File: src/rtl/uart_boot_loader.sv
// uart_boot_loader: receives a program image over an 8N1 UART line, writes it
// word by word into instruction memory, verifies an additive checksum and then
// releases the core from reset.
//
// Frame: 0xA5, count lo, count hi, count*4 data bytes (little-endian words),
// then one checksum byte (mod-256 sum of the data bytes).
module uart_boot_loader #(
    parameter int          CLOCK_FREQ = 25000000,
    parameter int          BIT_RATE   = 115200,
    parameter logic [31:0] BASE_ADDR  = 32'h0000_0000,
    parameter int          MAX_WORDS  = 1024
) (
    input  logic        clk,
    input  logic        reset,
    input  logic        rx,
    output logic        mem_we,
    output logic [31:0] mem_addr,
    output logic [31:0] mem_wdata,
    output logic        cpu_reset_o,
    output logic        busy,
    output logic        done,
    output logic        error
);

    localparam int CLKS_PER_BIT = CLOCK_FREQ / BIT_RATE;
    localparam int HALF_BIT     = CLKS_PER_BIT / 2;
    localparam int CNT_W        = $clog2(CLKS_PER_BIT + 1);

    localparam logic [CNT_W-1:0] BIT_LAST  = CNT_W'(CLKS_PER_BIT - 1);
    localparam logic [CNT_W-1:0] HALF_LAST = CNT_W'(HALF_BIT - 1);
    localparam logic [16:0]      MAX_N     = 17'(MAX_WORDS);
    localparam logic [7:0]       SYNC_BYTE = 8'hA5;

    // Receiver states
    localparam logic [1:0] RX_IDLE  = 2'd0;
    localparam logic [1:0] RX_START = 2'd1;
    localparam logic [1:0] RX_DATA  = 2'd2;
    localparam logic [1:0] RX_STOP  = 2'd3;

    // Loader states
    localparam logic [2:0] S_IDLE     = 3'd0;
    localparam logic [2:0] S_COUNT_LO = 3'd1;
    localparam logic [2:0] S_COUNT_HI = 3'd2;
    localparam logic [2:0] S_DATA     = 3'd3;
    localparam logic [2:0] S_CHECK    = 3'd4;
    localparam logic [2:0] S_DONE     = 3'd5;

    // Receiver state
    logic             rx_meta;
    logic             rx_sync;
    logic             rx_prev;
    logic [1:0]       rx_state;
    logic [CNT_W-1:0] clk_cnt;
    logic [2:0]       bit_cnt;
    logic [7:0]       rx_shift;
    logic             byte_valid;
    logic [7:0]       rx_byte;
    logic             frame_err;

    // Loader state
    logic [2:0]  state;
    logic [15:0] word_cnt;
    logic [15:0] word_idx;
    logic [1:0]  byte_cnt;
    logic [23:0] word_sh;
    logic [7:0]  csum;

    logic [15:0] count_full;
    assign count_full = {rx_byte, word_cnt[7:0]};

    // Two-flop synchronizer plus a delayed copy for start-edge detection.
    // Reset to the idle-high level so reset release never looks like a start.
    always_ff @(posedge clk or negedge reset) begin
        if (!reset) begin
            rx_meta <= 1'b1;
            rx_sync <= 1'b1;
            rx_prev <= 1'b1;
        end else begin
            rx_meta <= rx;
            rx_sync <= rx_meta;
            rx_prev <= rx_sync;
        end
    end

    // 8N1 receiver: half-bit start qualification, then centre sampling.
    // It drops back to idle at the stop-bit centre so a start bit that
    // immediately follows the stop bit is still caught by its falling edge.
    always_ff @(posedge clk or negedge reset) begin
        if (!reset) begin
            rx_state   <= RX_IDLE;
            clk_cnt    <= '0;
            bit_cnt    <= '0;
            rx_shift   <= '0;
            byte_valid <= 1'b0;
            rx_byte    <= '0;
            frame_err  <= 1'b0;
        end else begin
            byte_valid <= 1'b0;
            frame_err  <= 1'b0;
            case (rx_state)
                RX_IDLE: begin
                    clk_cnt <= '0;
                    bit_cnt <= '0;
                    if (rx_prev && !rx_sync)
                        rx_state <= RX_START;
                end
                RX_START: begin
                    if (clk_cnt == HALF_LAST) begin
                        clk_cnt  <= '0;
                        // Line back high at mid start bit: treat as a glitch.
                        rx_state <= rx_sync ? RX_IDLE : RX_DATA;
                    end else begin
                        clk_cnt <= clk_cnt + 1'b1;
                    end
                end
                RX_DATA: begin
                    if (clk_cnt == BIT_LAST) begin
                        clk_cnt  <= '0;
                        rx_shift <= {rx_sync, rx_shift[7:1]};
                        if (bit_cnt == 3'd7)
                            rx_state <= RX_STOP;
                        else
                            bit_cnt <= bit_cnt + 1'b1;
                    end else begin
                        clk_cnt <= clk_cnt + 1'b1;
                    end
                end
                RX_STOP: begin
                    if (clk_cnt == BIT_LAST) begin
                        clk_cnt  <= '0;
                        rx_state <= RX_IDLE;
                        if (rx_sync) begin
                            byte_valid <= 1'b1;
                            rx_byte    <= rx_shift;
                        end else begin
                            frame_err <= 1'b1;
                        end
                    end else begin
                        clk_cnt <= clk_cnt + 1'b1;
                    end
                end
                default: rx_state <= RX_IDLE;
            endcase
        end
    end

    // Frame parser: count, word assembly, memory write and checksum verdict.
    always_ff @(posedge clk or negedge reset) begin
        if (!reset) begin
            state       <= S_IDLE;
            word_cnt    <= '0;
            word_idx    <= '0;
            byte_cnt    <= '0;
            word_sh     <= '0;
            csum        <= '0;
            mem_we      <= 1'b0;
            mem_addr    <= '0;
            mem_wdata   <= '0;
            cpu_reset_o <= 1'b1;
            busy        <= 1'b0;
            done        <= 1'b0;
            error       <= 1'b0;
        end else begin
            mem_we <= 1'b0;
            if (frame_err) begin
                // A bad stop bit abandons any frame in progress; a finished
                // load is never disturbed.
                if (state != S_DONE) begin
                    error <= 1'b1;
                    busy  <= 1'b0;
                    state <= S_IDLE;
                end
            end else if (byte_valid) begin
                case (state)
                    S_IDLE: begin
                        if (rx_byte == SYNC_BYTE) begin
                            state <= S_COUNT_LO;
                            busy  <= 1'b1;
                            error <= 1'b0;
                            csum  <= '0;
                        end
                    end
                    S_COUNT_LO: begin
                        word_cnt[7:0] <= rx_byte;
                        state         <= S_COUNT_HI;
                    end
                    S_COUNT_HI: begin
                        word_cnt <= count_full;
                        word_idx <= '0;
                        byte_cnt <= '0;
                        csum     <= '0;
                        if ({1'b0, count_full} > MAX_N) begin
                            error <= 1'b1;
                            busy  <= 1'b0;
                            state <= S_IDLE;
                        end else if (count_full == 16'd0) begin
                            state <= S_CHECK;
                        end else begin
                            state <= S_DATA;
                        end
                    end
                    S_DATA: begin
                        word_sh  <= {rx_byte, word_sh[23:8]};
                        csum     <= csum + rx_byte;
                        byte_cnt <= byte_cnt + 1'b1;
                        if (byte_cnt == 2'd3) begin
                            mem_we    <= 1'b1;
                            mem_addr  <= BASE_ADDR + {14'd0, word_idx, 2'b00};
                            mem_wdata <= {rx_byte, word_sh};
                            word_idx  <= word_idx + 1'b1;
                            if (word_idx == word_cnt - 16'd1)
                                state <= S_CHECK;
                        end
                    end
                    S_CHECK: begin
                        busy <= 1'b0;
                        if (rx_byte == csum) begin
                            done        <= 1'b1;
                            cpu_reset_o <= 1'b0;
                            state       <= S_DONE;
                        end else begin
                            error <= 1'b1;
                            state <= S_IDLE;
                        end
                    end
                    S_DONE: ;
                    default: state <= S_IDLE;
                endcase
            end
        end
    end

endmodule

File: config.mk
export PLATFORM = sky130hd
export DESIGN_NAME = uart_boot_loader
export DESIGN_NICKNAME = d
export VERILOG_FILES = /design/src/rtl/uart_boot_loader.sv
export SDC_FILE = /design/constraint.sdc
export NUM_CORES = 1
export LEC_CHECK = 0
export ABC_CLOCK_PERIOD_IN_PS = 4360
export CAP_MARGIN = 30
export CORE_MARGIN = 2
export CORE_UTILIZATION = 35
export CTS_BUF_LIST = sky130_fd_sc_hd__clkbuf_8
export DETAILED_ROUTE_END_ITERATION = 10
export PLACE_DENSITY_LB_ADDON = 0.2
export SETUP_SLACK_MARGIN = 0.02
export SYNTH_ARGS = -nofsm -noshare
export SYNTH_HDL_FRONTEND = slang
export SYNTH_SLANG_ARGS = --single-unit
File: constraint.sdc
create_clock -name clk -period 4.36 [get_ports clk]
set_input_delay 1.09 -clock clk [delete_from_list [all_inputs] [get_ports clk]]
set_output_delay 1.09 -clock clk [all_outputs]
set_load 0.02 [all_outputs]
==> impl_metrics.env <==
export IMPL_path_cells="inv_1, ha_1, or3b_2, nor4b_1, nor3_1, a2111oi_2, nand4_1, a21oi_4, mux2_2"
export IMPL_synthArstFlopShare=1.00
export IMPL_relSlewSlack=0.483
export IMPL_fmax_ghz=0.280
export IMPL_coreArea_sq_mm=0.0210
export IMPL_endpoint_kind="register"
export IMPL_power_w=0.00276
export IMPL_hpwl_um=10700
export IMPL_timing_setup_tns_ns=0
export IMPL_syn_area_sq_mm=0.00747
export IMPL_use_met1=0.198
export IMPL_final_cell_mix="dfrtp_1 (152), nand2_1 (101), mux2_2 (84)"
export IMPL_io_buffers=55
export IMPL_ios=72
export IMPL_clock_sinks=156
export IMPL_slowest_delay_ns=0.55
export IMPL_crit_type="register to register"
export IMPL_antenna_cells=0
export IMPL_placed_area_sq_mm=0.00827
export IMPL_hold_path_class="register to register"
export IMPL_grtUsageMet3=0.0382
export IMPL_tritoncts="built"
export IMPL_hold_viol_final=0
export IMPL_ys_flop_type="dfrtp_1"
export IMPL_cts_made_buffers=17
export IMPL_layout_commonest_cell="dfrtp_1"
export IMPL_drv_slew=0
export IMPL_drtIter0Drc=293
export IMPL_drive_gt1_frac=0.191
export IMPL_power_density_mw_per_mm2=318
export IMPL_chipHeight_um=150
export IMPL_std_cell_rows=53
export IMPL_clkLatencyLatePin_ns=0.46
export IMPL_vias_per_cell=5.06
export IMPL_worst_slack_ns=0.782
export IMPL_gp_congestion=0.790
export IMPL_tightest_slew_ns=0.775
export IMPL_overflow=0
export IMPL_nets=745
export IMPL_areaGrowthSynthToFinish_pct=16.4
export IMPL_finalCriticalPeriod_ns=3.58
export IMPL_synth_warnings=0
export IMPL_antenna_found_initial=0
export IMPL_rsz0062_at_grt="no"
export IMPL_leakage_nw=4.20
export IMPL_skew_ns=0.0207
export IMPL_cp_top_family="simple AND/OR/NAND/NOR gates"
export IMPL_required_ns=4.70
export IMPL_drv_cap=0
export IMPL_initial_core_util=0.357
export IMPL_grt_pass1_wl_um=26800
export IMPL_cts_setup_buffers=0
export IMPL_synth_distinct_cells=58
export IMPL_synth_edf_count=0
export IMPL_cts_resized=0
export IMPL_synth_top_area_cell="dfrtp_1"
export IMPL_drc=0
export IMPL_start_kind="register"
export IMPL_vias=5129
export IMPL_synthTopCellsByArea="dfrtp_1 (51%), mux2_2 (13%), nand2_1 (5.1%)"
export IMPL_status="completed"
export IMPL_grt_busiest_layer="met2"
export IMPL_vdd_ir_drop_worst_mv=0.189
export IMPL_slowest_stage="dfrtp_1"
export IMPL_ant_nets=0
export IMPL_synth_seq_area_share=0.523
export IMPL_dp_slack_ns=0.806
export IMPL_die_w_um=150
export IMPL_root_buffer="clkbuf_8"
export IMPL_clock_path_buffers=2
export IMPL_synth_top_area_frac=0.509
export IMPL_setup_violations=0
export IMPL_clk_pin_slew_ns=0.09
export IMPL_reg2reg_setup_slack_ns=0.78
export IMPL_cts_max_level=4
export IMPL_hold_buffers=0
export IMPL_gr_usage_met2=0.246
export IMPL_wl_per_cell_um=15.5
export IMPL_die_area_sq_mm=0.0225
export IMPL_syn_avg_cell_area_sq_um=11.0
export IMPL_grt_start_max_net_pins=83
export IMPL_fin_area_sq_mm=0.00870
export IMPL_path_buf_inv=1
export IMPL_period_share=0.821
export IMPL_syn_inst=679
export IMPL_drt_total_wl_um=15800
export IMPL_crit_fanout=15
export IMPL_gr_usage_all_layers=0.151
export IMPL_grt_pass1_vias=5223
export IMPL_synth_seq_cells=156
export IMPL_arrival_ns=3.92
export IMPL_dr_pass1_iters=4
logic make-up (layout without fill, tap and decap cells):
logic type | after synthesis | after routing | synth area share
compound gates | 74 | 74 | 0.0720
flops | 156 | 156 | 0.523
xor+xnor | 44 | 44 | 0.0516
simple gates | 238 | 238 | 0.151
fa+ha+maj | 16 | 16 | 0.0278
mux | 89 | 89 | 0.133
other cells | 1 | 16 | 0.000502
buf+inv | 61 | 106 | 0.0404
sequential cells by signal, summed over array words and instances, names as in the netlist, named ones only:
name,count
word_cnt,16
rx_byte,8
mem_addr,16
cpu_reset_o,1
error,1
state,3
clk_cnt,8
mem_we,1
word_idx,16
rx_sync,1
frame_err,1
rx_prev,1
byte_valid,1
byte_cnt,2
done,1
rx_state,1
csum,8
word_sh,24
mem_wdata,32
rx_shift,8
bit_cnt,3
busy,1
rx_meta,1
layer usage:
layer | wire length [um] | vias up
li1 | - | 2438
met1 | 7130 | 2562
met2 | 7710 | 106
met3 | 700 | 23
met4 | 221 | 0
met5 | 0 | -
path summary, 6_finish.rpt:
check / start / endpoint / depth (start not counted)
min: rx_meta / rx_sync / 0
max in group asynchronous: reset / csum[3] / 2
min reg2reg: rx_meta / rx_sync / 0
max reg2reg: word_cnt[0] / word_cnt[0] / 9
min in group asynchronous: reset / error / 1
max: word_cnt[0] / word_cnt[0] / 9
cell usage after synthesis (15+ instances only):
cell type  count
nand2_1      101
dfrtp_1      152
buf_4         17
clkbuf_1      30
nand3_1       15
nor2_1        44
xnor2_1       20
o21ai_0       15
xor2_1        24
ha_1          15
nand4_1       18
mux2_2        84
per-stage QoR:
stage / utilization / hold WS (ns) / instances
after floorplan: - / 0.345 / 694
after global placement: 0.392 / 0.346 / 979
after detailed placement: 0.395 / 0.348 / 982
after CTS: 0.415 / 0.361 / 1014
after global routing: 0.415 / 0.364 / 1014
final: 0.415 / 0.359 / 1014
layout make-up:
class	instances	area, sq um
Clock inverter	15	189
Clock buffer	17	234
Tap cell	275	344
Timing Repair Buffer	62	657
Inverter	12	45.0
Fill cell	2064	12300
Sequential cell	156	3910
Multi-Input combinational cell	477	3320
power breakdown:
group          internal (W)  leakage, nW  switching, W
Clock              0.000539        0.209      0.000610
Combinational     0.0000356         1.83     0.0000768
Sequential          0.00147         2.16     0.0000345
(Power assumes the default switching activity.)
